$ cat src/rtl/tile_seq_ctrl.sv
// Per-tile sequencer for the edge-detection datapath: load, process,
// stream the output tile, then clear and re-arm for the next tile.
module tile_seq_ctrl #(
    parameter int LOAD_LEN = 80,
    parameter int OUT_DIM  = 18,
    parameter int CNT_W    = 16
) (
    input  logic             clk,
    input  logic             reset,
    input  logic             in_valid,
    output logic             in_ready,
    output logic             load_end,
    output logic             proc_start,
    input  logic             proc_done,
    input  logic             out_ready,
    output logic             readable,
    output logic [4:0]       out_row,
    output logic [4:0]       out_col,
    output logic [8:0]       out_addr,
    output logic             out_last,
    input  logic             abort,
    output logic             tile_clear,
    output logic [CNT_W-1:0] tile_cnt
);

    typedef enum logic [2:0] {
        IDLE,
        LOAD,
        PROC,
        OUT,
        CLEAR
    } state_t;

    localparam logic [6:0] LOAD_LAST = 7'(LOAD_LEN - 1);
    localparam logic [4:0] DIM_LAST  = 5'(OUT_DIM - 1);
    localparam logic [8:0] ADDR_LAST = 9'(OUT_DIM * OUT_DIM - 1);

    state_t     state;
    state_t     state_n;
    logic [6:0] load_cnt;
    logic       load_beat;
    logic       out_beat;
    logic       aborted_q;
    logic       abort_ok;

    assign abort_ok = abort && (state == LOAD || state == PROC || state == OUT);

    always_ff @(posedge clk or posedge reset) begin
        if (reset) begin
            state <= IDLE;
        end else begin
            state <= state_n;
        end
    end

    always_comb begin
        state_n    = state;
        in_ready   = 1'b0;
        load_end   = 1'b0;
        readable   = 1'b0;
        tile_clear = 1'b0;
        load_beat  = 1'b0;
        out_beat   = 1'b0;
        out_last   = (state == OUT) && (out_addr == ADDR_LAST);
        unique case (state)
            IDLE: begin
                state_n = LOAD;
            end
            LOAD: begin
                in_ready  = 1'b1;
                load_end  = (load_cnt == LOAD_LAST);
                load_beat = in_valid;
                if (abort) begin
                    state_n = CLEAR;
                end else if (in_valid && load_end) begin
                    state_n = PROC;
                end
            end
            PROC: begin
                load_end = 1'b1;
                if (abort) begin
                    state_n = CLEAR;
                end else if (proc_done) begin
                    state_n = OUT;
                end
            end
            OUT: begin
                readable = 1'b1;
                load_end = 1'b1;
                out_beat = out_ready;
                if (abort || (out_ready && out_last)) begin
                    state_n = CLEAR;
                end
            end
            CLEAR: begin
                tile_clear = 1'b1;
                state_n    = LOAD;
            end
            default: begin
                state_n = IDLE;
            end
        endcase
    end

    // Counters are zeroed on the way into CLEAR so the clear cycle shows index 0.
    always_ff @(posedge clk or posedge reset) begin
        if (reset) begin
            load_cnt   <= '0;
            out_row    <= '0;
            out_col    <= '0;
            out_addr   <= '0;
            tile_cnt   <= '0;
            proc_start <= 1'b0;
            aborted_q  <= 1'b0;
        end else begin
            proc_start <= (state == LOAD) && (state_n == PROC);
            aborted_q  <= abort_ok;
            if (state == CLEAR && !aborted_q) begin
                tile_cnt <= tile_cnt + CNT_W'(1);
            end
            if (state_n == CLEAR) begin
                load_cnt <= '0;
                out_row  <= '0;
                out_col  <= '0;
                out_addr <= '0;
            end else begin
                if (load_beat) begin
                    load_cnt <= load_end ? 7'd0 : load_cnt + 7'd1;
                end
                if (state == PROC && state_n == OUT) begin
                    out_row  <= '0;
                    out_col  <= '0;
                    out_addr <= '0;
                end
                if (out_beat) begin
                    if (out_col == DIM_LAST) begin
                        out_col <= '0;
                        out_row <= out_row + 5'd1;
                    end else begin
                        out_col <= out_col + 5'd1;
                    end
                    out_addr <= out_addr + 9'd1;
                end
            end
        end
    end

endmodule

$ cat config.mk
export PLATFORM = sky130hd
export DESIGN_NAME = tile_seq_ctrl
export DESIGN_NICKNAME = d
export VERILOG_FILES = /design/src/rtl/tile_seq_ctrl.sv
export SDC_FILE = /design/constraint.sdc
export NUM_CORES = 1
export LEC_CHECK = 0
export BUFFER_PORTS_ARGS = -buffer_cell sky130_fd_sc_hd__buf_2
export CAP_MARGIN = 20
export CORE_MARGIN = 4
export CORE_UTILIZATION = 55
export CTS_CLUSTER_SIZE = 24
export DETAILED_ROUTE_END_ITERATION = 10
export PLACE_DENSITY_LB_ADDON = 0.3
export SLEW_MARGIN = 20
export SYNTH_ARGS = -nofsm -noshare
export SYNTH_HDL_FRONTEND = slang
export SYNTH_SLANG_ARGS = --single-unit
$ cat constraint.sdc
create_clock -name clk -period 2.7 [get_ports clk]
set_clock_uncertainty 0.15 [all_clocks]
set_input_delay 0.54 -clock clk [delete_from_list [all_inputs] [get_ports clk]]
set_output_delay 0.54 -clock clk [all_outputs]
set_load 0.03 [all_outputs]
==> results.json <==
{
  "pwr_density_cell_nw_per_um2": 572,
  "grt_usage_pct": 19.6,
  "cts-root-buf": "clkbuf_8",
  "p_sw_uw": 610,
  "cts_hold_buf": 0,
  "fin_crit_sh_pct": 94.5,
  "syn_inst": 240,
  "slew_violations": 0,
  "p_leak_uw": 0.00152,
  "postRouteAntennaNets": 0,
  "ir_drop_uv": 380,
  "clk_latency_ns": 0.30,
  "yosysUniqueCellTypes": 58,
  "cpMaxStageDelayCell": "dfrtp_1",
  "cts_tree": "built",
  "die_h_um": 76.5,
  "yosysWarnings": 0,
  "netSwitchingFraction_pct": 35.9,
  "hold_class": "in2async",
  "n_antenna_cell": 0,
  "clkTransAtPathRegs_ns": 0.10,
  "cts_buffer_depth": 2,
  "yosysMostFrequentCell": "dfrtp_1",
  "dpl.hpwl_um": 3790,
  "fmax_ghz": 0.392,
  "io_buffers": 46,
  "route.detailed.drc": 0,
  "r2r-start": "state[2]$_DFF_PP0_",
  "drive_gt1_share_pct": 27.5,
  "die_w_um": 76.5,
  "ys_seq_elements": 47,
  "start_kind": "register",
  "setup_ws_ns": 0.149,
  "syn_area_per_cell_um2": 10.7,
  "clockPowerShare_pct": 26.1,
  "grt_max_degree": 48,
  "max_slew_margin_pct": 45.6,
  "vias": 1973,
  "ys_top_cells_by_count": "dfrtp_1 (47), nand2_1 (18), xnor2_1 (16)",
  "async_flop_share_pct": 100,
  "crit_path_end_kind": "output port",
  "htreeDepth": 2,
  "drt_iter0_drc": 88,
  "cts_buffers": 5,
  "yosys-top-cells-area": "dfrtp_1 (46%), xnor2_1 (5.4%), xor2_1 (3.1%), ha_1 (2.9%), nand2_1 (2.6%)",
  "setup_violations": 0,
  "clock-sinks": 47,
  "synthFlopType": "dfrtp_1",
  "core_region_area_um2": 4440,
  "synth_top_area_share_pct": 45.6,
  "synth_top_area_cell": "dfrtp_1",
  "crit_required_ns": 2.01,
  "dr.pass1.iters": 4,
  "worstSetupPathType": "reg2out",
  "slowest_delay_ns": 0.52,
  "r2r_cells": 4,
  "synth_edf_count": 0,
  "wl_per_cell_um": 15.4,
  "area_growth_syn_to_layout_pct": 15.3,
  "synth_area_um2": 2580,
  "worst_pin_slew_ns": 0.813,
  "grt_pass1_vias": 1883,
  "r2r_end": "out_addr[0]$_DFFE_PP0P_",
  "grt_pass1_wl_um": 9290,
  "nets": 302,
  "arrival_ns": 1.86,
  "gr-total-overflow": 0,
  "start_util_pct": 58.0,
  "viasPerCell": 5.75,
  "dieArea_um2": 5850,
  "pin_count": 47,
  "cap_violations": 0,
  "internal_power_uw": 1090,
  "critPathMaxFanout": 13,
  "min_period_ns": 2.55,
  "antenna_found_initial": 0,
  "worstPathCellList": "or3b_1 > o31a_1 > inv_2 > buf_2",
  "fin_tns_setup_ns": 0,
  "rsz0062_at_grt": "no",
  "reg2reg_setup_slack_ns": 0.40,
  "yosysSeqAreaShare_pct": 45.6,
  "finalHoldViolations": 0,
  "syn-num-nets": 252,
  "drt-total-wl_um": 5270,
  "gp_congestion": 0.847,
  "comb_power_share_pct": 23.8,
  "status": "complete, no violations",
  "rows": 24,
  "dp_slack_ns": 0.337,
  "p_seq_share_pct": 50.2
}
## metal layers
metal | wire [um] | track usage, % | vias to the layer above
met4 | 48 | 4.35 | 0
li1 | - | - | 973
met3 | 217 | 4.49 | 5
met5 | 0 | 0 | -
met1 | 2530 | 27.4 | 955
met2 | 2480 | 31.0 | 40
## worst max-delay path: cells and delay by family, from the launching register on
kind	cells	cell delay [ns]
DFF	1	0.52
and+or+nand+nor	1	0.42
AOI/OAI and AO/OA	1	0.37
buffers and inverters	2	0.26
## area by class of cell
type	instances	area, um2
Fill cell	365	1470
Sequential cell	47	1180
Clock inverter	3	23.8
Inverter	11	41.3
Tap cell	52	65.1
Timing Repair Buffer	49	265
Clock buffer	5	68.8
Multi-Input combinational cell	176	1330
## placed cells by master (no fill, tap or decap), drive strengths merged, types with 6 or more instances in the layout
cell type and count:
xnor2 16, nor3 7, ha 6, dfrtp 47
nor2 16, buf 49, nand2 18, a22o 6
inv 12, nand3 12, xor2 10
## flip-flops by register name, indices dropped and copies added, names as in the netlist
name        flops
out_row         5
state           3
aborted_q       1
load_cnt        7
out_col         5
tile_cnt       16
proc_start      1
out_addr        9
## worst max path at each step
| stage | cells after the start | endpoint | from | slack [ns] |
|---|---|---|---|---|
| after floorplan | 2 | out_last | out_addr[4]$_DFFE_PP0P_ | 0.18 |
| after global placement | 4 | out_addr[0]$_DFFE_PP0P_ | state[0]$_DFF_PP0_ | 0.41 |
| after detailed placement | 4 | out_addr[0]$_DFFE_PP0P_ | state[0]$_DFF_PP0_ | 0.34 |
| after CTS | 4 | load_end | state[0]$_DFF_PP0_ | 0.04 |
| after global routing | 4 | load_end | state[2]$_DFF_PP0_ | 0.06 |
| final | 4 | load_end | state[2]$_DFF_PP0_ | 0.15 |
## cells by family (layout without fill, tap and decap cells)
kind of cell    Yosys count  in the layout  synth area share [%]
simple gates             99             99                  25.0
flops                    47             47                  45.6
compound gates           43             43                  13.7
xor+xnor                 26             26                  9.13
buf+inv                  17             68                  2.72
fa+ha+maj                 6              6                  2.91
mux                       2              2                 0.874
## power groups by stage
| stage | Combinational, uW | Clock, uW | Sequential, uW |
|---|---|---|---|
| 4_1_cts | 409 | 454 | 850 |
| 5_1_grt | 448 | 490 | 865 |
| 2_1_floorplan | 303 | 0 | 866 |
| 3_5_place_dp | 408 | 0 | 862 |
| 6_report | 404 | 444 | 853 |
| 3_3_place_gp | 403 | 0 | 857 |
## through the flow
stage	instance area, um2	hold slack [ns]	total power [uW]	std cells	util (%)
5_1_grt	2970	0.120	1800	343	66.9
3_3_place_gp	2880	0.307	1260	335	64.8
4_1_cts	2970	0.111	1710	343	66.9
6_report	2970	0.107	1700	343	66.9
3_5_place_dp	2880	0.309	1270	335	64.8
2_1_floorplan	2580	0.353	1170	240	-
## what timing repair did
item | in CTS | in global routing
endpoints found under the hold margin | 0 | 0
endpoints found under the setup margin | 0 | 1
buffers inserted | 0 | 0
resized for setup | 0 | 1
Power figures use the tool's default switching activity.
